[config.mk]
export PLATFORM = sky130hd
export DESIGN_NAME = reg_file_sweep
export DESIGN_NICKNAME = d
export VERILOG_FILES = /design/src/rtl/cpu_pkg.sv /design/src/rtl/reg_clear_seq.sv /design/src/rtl/reg_file_sweep.sv
export SDC_FILE = /design/constraint.sdc
export NUM_CORES = 1
export LEC_CHECK = 0
export CORE_MARGIN = 2
export CORE_UTILIZATION = 45
export CTS_BUF_LIST = sky130_fd_sc_hd__clkbuf_4
export CTS_CLUSTER_DIAMETER = 80
export DETAILED_ROUTE_END_ITERATION = 10
export HOLD_SLACK_MARGIN = 0.12
export SYNTH_ARGS = -nofsm -noshare
export SYNTH_HDL_FRONTEND = slang
export SYNTH_SLANG_ARGS = --single-unit
[constraint.sdc]
create_clock -name clk -period 5.4 [get_ports clk]
set_input_delay 0.81 -clock clk [delete_from_list [all_inputs] [get_ports clk]]
set_output_delay 0.81 -clock clk [all_outputs]
set_load 0.1 [all_outputs]
[src/rtl/cpu_pkg.sv]
// Shared constants and types for the register file and its reset-sweep sequencer.
package cpu_pkg;

    localparam int unsigned DEF_ADDRESS_WIDTH = 5;
    localparam int unsigned DEF_DATA_WIDTH    = 32;

    localparam int unsigned REG_ZERO = 0;
    localparam int unsigned REG_A0   = 10;

    typedef enum logic {
        CLEAR = 1'b0,
        RUN   = 1'b1
    } rf_state_t;

endpackage

[src/rtl/reg_clear_seq.sv]
// Reset sweep sequencer: walks clr_idx over every register index once after reset,
// requesting a zero write per cycle, then parks in RUN.
module reg_clear_seq
    import cpu_pkg::*;
#(
    parameter int unsigned ADDRESS_WIDTH = DEF_ADDRESS_WIDTH
) (
    input  logic                     clk,
    input  logic                     rst,
    output logic                     busy,
    output logic                     clr_we,
    output logic [ADDRESS_WIDTH-1:0] clr_idx
);

    localparam logic [ADDRESS_WIDTH-1:0] LastIdx = '1;

    rf_state_t                state_q, state_d;
    logic [ADDRESS_WIDTH-1:0] clr_idx_q, clr_idx_d;

    always_ff @(posedge clk) begin
        if (rst) begin
            state_q   <= CLEAR;
            clr_idx_q <= '0;
        end else begin
            state_q   <= state_d;
            clr_idx_q <= clr_idx_d;
        end
    end

    always_comb begin
        state_d   = state_q;
        clr_idx_d = clr_idx_q;
        unique case (state_q)
            CLEAR: begin
                // Natural wrap of the counter returns it to 0 as we leave CLEAR.
                clr_idx_d = clr_idx_q + 1'b1;
                if (clr_idx_q == LastIdx) begin
                    state_d = RUN;
                end
            end
            RUN: begin
                state_d = RUN;
            end
            default: begin
                state_d = CLEAR;
            end
        endcase
    end

    assign busy    = (state_q == CLEAR);
    assign clr_we  = (state_q == CLEAR);
    assign clr_idx = clr_idx_q;

endmodule

[src/rtl/reg_file_sweep.sv]
// 32-entry register file with two combinational read ports, one write port and a
// swept reset. Define REGFILE_BYPASS_EN for same-cycle write-to-read forwarding.
module reg_file_sweep
    import cpu_pkg::*;
#(
    parameter int unsigned ADDRESS_WIDTH = DEF_ADDRESS_WIDTH,
    parameter int unsigned DATA_WIDTH    = DEF_DATA_WIDTH
) (
    input  logic                     clk,
    input  logic                     rst,
    input  logic [ADDRESS_WIDTH-1:0] AD1,
    input  logic [ADDRESS_WIDTH-1:0] AD2,
    input  logic [ADDRESS_WIDTH-1:0] AD3,
    input  logic                     WE3,
    input  logic [DATA_WIDTH-1:0]    WD3,
    output logic [DATA_WIDTH-1:0]    RD1,
    output logic [DATA_WIDTH-1:0]    RD2,
    output logic [DATA_WIDTH-1:0]    a0,
    output logic                     busy
);

    localparam int unsigned              Depth   = 2 ** ADDRESS_WIDTH;
    localparam logic [ADDRESS_WIDTH-1:0] ZeroIdx = ADDRESS_WIDTH'(REG_ZERO);
    localparam logic [ADDRESS_WIDTH-1:0] A0Idx   = ADDRESS_WIDTH'(REG_A0);

    logic [DATA_WIDTH-1:0]    regs_q [Depth];
    logic [DATA_WIDTH-1:0]    a0_q;
    logic                     clr_we;
    logic [ADDRESS_WIDTH-1:0] clr_idx;
    logic                     user_we;
    logic                     wr_en;
    logic [ADDRESS_WIDTH-1:0] wr_idx;
    logic [DATA_WIDTH-1:0]    wr_data;

    reg_clear_seq #(
        .ADDRESS_WIDTH(ADDRESS_WIDTH)
    ) u_clear_seq (
        .clk    (clk),
        .rst    (rst),
        .busy   (busy),
        .clr_we (clr_we),
        .clr_idx(clr_idx)
    );

    // Reset beats a coincident write; writes during the sweep are dropped, not queued.
    assign user_we = !busy && !rst && WE3 && (AD3 != ZeroIdx);

    always_comb begin
        wr_en   = clr_we || user_we;
        wr_idx  = clr_we ? clr_idx : AD3;
        wr_data = clr_we ? '0 : WD3;
    end

    always_ff @(posedge clk) begin
        if (wr_en) begin
            regs_q[wr_idx] <= wr_data;
        end
    end

    always_ff @(posedge clk) begin
        if (rst) begin
            a0_q <= '0;
        end else if (user_we && (AD3 == A0Idx)) begin
            a0_q <= WD3;
        end
    end

    assign a0 = a0_q;

    always_comb begin
        RD1 = '0;
        RD2 = '0;
        if (!busy) begin
            if (AD1 != ZeroIdx) begin
                RD1 = regs_q[AD1];
            end
            if (AD2 != ZeroIdx) begin
                RD2 = regs_q[AD2];
            end
`ifdef REGFILE_BYPASS_EN
            if (user_we && (AD3 == AD1)) begin
                RD1 = WD3;
            end
            if (user_we && (AD3 == AD2)) begin
                RD2 = WD3;
            end
`else
`endif
        end
    end

endmodule
==> results by group <==
GRT
  – Initial antenna violation count: 9
  – Vias in the first global route: 31.7k
  – Gr usage total: 27.6%
  – Wire length of the first global-routing pass: 220000 um
  – Largest net degree at the start of global routing: 90
  – Remaining Overflow, GRT: 0

Cells and area
  – Fillers: 8838
  – Final net count: 3270
  – Layout cell share with drive strength beyond 1: 28.6%
  – Area Growth Syn to Fin: 15.3%
  – Final Cell Area: 0.0561 mm^2

Setup path
  – Critical path fanouts, max: 17
  – Crit path required time: 4590 ps
  – Worst endpoint data arrival time: 3830 ps
  – R2r setup slk: 2080 ps
  – CP Capture Type: primary output
  – Nature of the critical path startpoint: flop
  – Critical path class: flop to primary output

Clock tree
  – Post-CTS Setup Inserts: 0
  – CTS tree: built
  – CTS clk-pin slew, worst paths: 60 ps
  – H-tree levels: 5
  – CTS root buffer: clkbuf_4
  – Cts bufs inserted: 298
  – Clk Latency, worst-skew pair: 1200 ps
  – CTS Buffer Depth: 4
  – CTS sink count: 1062

Synth
  – Yosys top cell area share: 63.2%
  – Asr flop ratio synth: 0%
  – Yosys Warn Count: 0
  – Post-Syn Area per Cell: 16.9 um^2
  – Syn Nets: 2930
  – Cells after Synth: 2878
  – Synthesis-stage register bit count: 1062
  – Top_reg_cell synth: edfxtp_1
  – Synthesized cell area: 0.0487 mm^2
  – Synth area leaders: edfxtp_1 63%, mux4_2 13%, mux2i_1 8.0%
  – Sequential share of the synthesized area: 64.7%
  – Cell variety after synth: 50
  – Post-synth EDFFs: 1024
  – Yosys top cell by area: edfxtp_1

Outcome
  – Status: completed

Timing
  – Setup slack after layout: 757 ps
  – Final min period: 4640 ps
  – Clk_skew: 88.4 ps
  – RSZ-0062 raised after global routing: no
  – Max Clock Freq: 215 MHz
  – Fin Hold WS: 221 ps
  – Fin. max-slew vios: 0
  – Relative slew slack: 15.8%
  – Final TNS setup: 0 ps
  – Finish-stage setup viols: 0
  – Crit share post-route: 86.0%
  – Slew @ Worst Pin: 1260 ps
  – Final hold vios: 0

Flow run
  – Max Cap Viol: 0

Place
  – GPL Wtd Cong: 0.832
  – Sum of net half-perimeters after detailed placement: 90800 um
  – IO buf count: 146
  – Post-place setup slack: 973 ps
  – Placed cell area: 0.0526 mm^2

Detailed routing
  – Drt pass-1 iters: 5
  – First DRT Iteration DRCs: 3615
  – Met1 Wirelength: 63300 um
  – Vias: 31.1k
  – Met3 wire length: 14400 um
  – Wire length on met2: 72500 um
  – # DRC: 0
  – Top routing layer used: met4
  – ANT nets after route: 0
  – Avg Vias per Cell: 6.46
  – Routed WL: 155000 um
  – Routed wire length per instance: 32.1 um

Floorplanning
  – Die area: 0.111 mm^2
  – Row count: 120
  – I/O pin count: 147
  – Die width: 333 um
  – Initial core utilization: 45.4%
  – Die Ht: 333 um
  – Core area: 0.107 mm^2

Worst hold path
  – Worst Hold Class: input port to flop

Power
  – P_leak: 18.8 nW
  – Total power: 0.0169 W
  – Max VDD drop: 0.167 mV
  – Power density of the placed cells: 302 mW/mm^2
==> state kept, by name (all words and copies together), names as in the netlist <==
register             cells
u_clear_seq.clr_idx      5
regs_q                1024
a0                      32
u_clear_seq.state_q      1
==> timing repair <==
action,in CTS,in global routing
gates resized for setup,0,0
hold endpoints to repair,4,0
hold buffers,4,0
==> report_power, final <==
part,switching (W),leakage (nW),internal (W)
clock,0.00331,2.05,0.00356
combinational,0.000593,7.37,0.000440
sequential,0.0000331,9.37,0.00900
total,0.00393,18.8,0.0130
==> cell families (layout without fill, tap and decap cells) <==
kind of cell	after synthesis	count (layout)	share of synthesized area, %
buffers and inverters	232	758	2.52
adder cells (fa/ha/maj)	2	2	0.0514
XOR/XNOR	2	2	0.0360
other	0	9	0
AND/OR/NAND/NOR	442	442	4.50
AO/OA/AOI/OAI	428	428	6.06
flip-flops	1062	1062	64.7
multiplexers	710	710	22.1
==> placed cells by master, fill, tap and decap left out, types with 3 or more instances in the layout <==
| master | n |
|---|---|
| nand3_1 | 97 |
| a2bb2oi_1 | 32 |
| diode_2 | 9 |
| clkdlybuf4s50_1 | 77 |
| inv_2 | 10 |
| nor2_1 | 10 |
| nand2_1 | 143 |
| mux2_2 | 22 |
| clkbuf_4 | 400 |
| and2_1 | 32 |
| clkinv_1 | 69 |
| nand4_1 | 63 |
| buf_4 | 113 |
| nor2b_4 | 5 |
| a22oi_1 | 252 |
| nand3b_1 | 4 |
| mux2_1 | 12 |
| mux4_2 | 288 |
| clkinv_2 | 5 |
| buf_12 | 69 |
| a31oi_1 | 3 |
| bufinv_16 | 3 |
| dfxtp_1 | 37 |
| edfxtp_1 | 1024 |
| nor2_4 | 37 |
| and3_1 | 32 |
| a21oi_1 | 126 |
| buf_8 | 4 |
| mux2i_1 | 388 |
| dlygate4sd3_1 | 4 |
==> through the flow <==
step           instances  utilization [%]
2_1_floorplan       2878                -
3_3_place_gp        4317             49.1
3_5_place_dp        4317             49.1
4_1_cts             4807             52.3
5_1_grt             4810             52.3
6_report            4816             52.3
==> cell usage after synthesis (all sizes together), types with 2 or more instances <==
master and n:
nor3b 2, nand3 98, mux4 288, and3 33, a2bb2oi 32, ha 2, nand4 63, dfxtp 38
mux2i 388, nor3 4, edfxtp 1024, a21oi 126, a22oi 252, clkbuf 99, nand3b 4, inv 4
nor2b 7, buf 129, mux2 34, o21ai 2, a22o 2, nor2 47, a31oi 3, a211o 2
nand2 143, and2 35
==> layer usage <==
layer / GRT usage (%) / vias to the layer above
met4: 9.72 / 0
met1: 38.6 / 16300
met5: 0 / -
met2: 43.1 / 1780
met3: 5.75 / 297
li1: - / 12800
==> worst max-delay path: stages (launching register included) <==
cell and delay (ps):
dfxtp_2 340, inv_2 160, or4_2 1150, buf_12 340, a2bb2oi_1 160, nand4_1 190
buf_4 330
==> final cells by class <==
cell class / count / area (um^2) / share of cell area (%)
Clock buffer: 400 / 3000 / 5.35
Sequential cell: 1062 / 31500 / 56.2
Inverter: 4 / 15.0 / 0.0268
Clock inverter: 86 / 413 / 0.736
Antenna cell: 9 / 22.5 / 0.0401
Timing Repair Buffer: 268 / 3110 / 5.53
Tap cell: 1403 / 1760 / 3.13
Multi-Input combinational cell: 1584 / 16300 / 29.0
==> worst paths after layout <==
| path | to | cells after the start | startpoint |
|---|---|---|---|
| min reg2reg | a0[15]$_SDFFE_PP0P_ | 2 | a0[15]$_SDFFE_PP0P_ |
| max reg2reg | regs_q[4][22]$_DFFE_PP_ | 5 | u_clear_seq.state_q$_SDFF_PP0_ |
| min | a0[21]$_SDFFE_PP0P_ | 3 | WD3[21] |
| max | RD1[25] | 6 | u_clear_seq.state_q$_SDFF_PP0_ |
(Power assumes the default switching activity.)
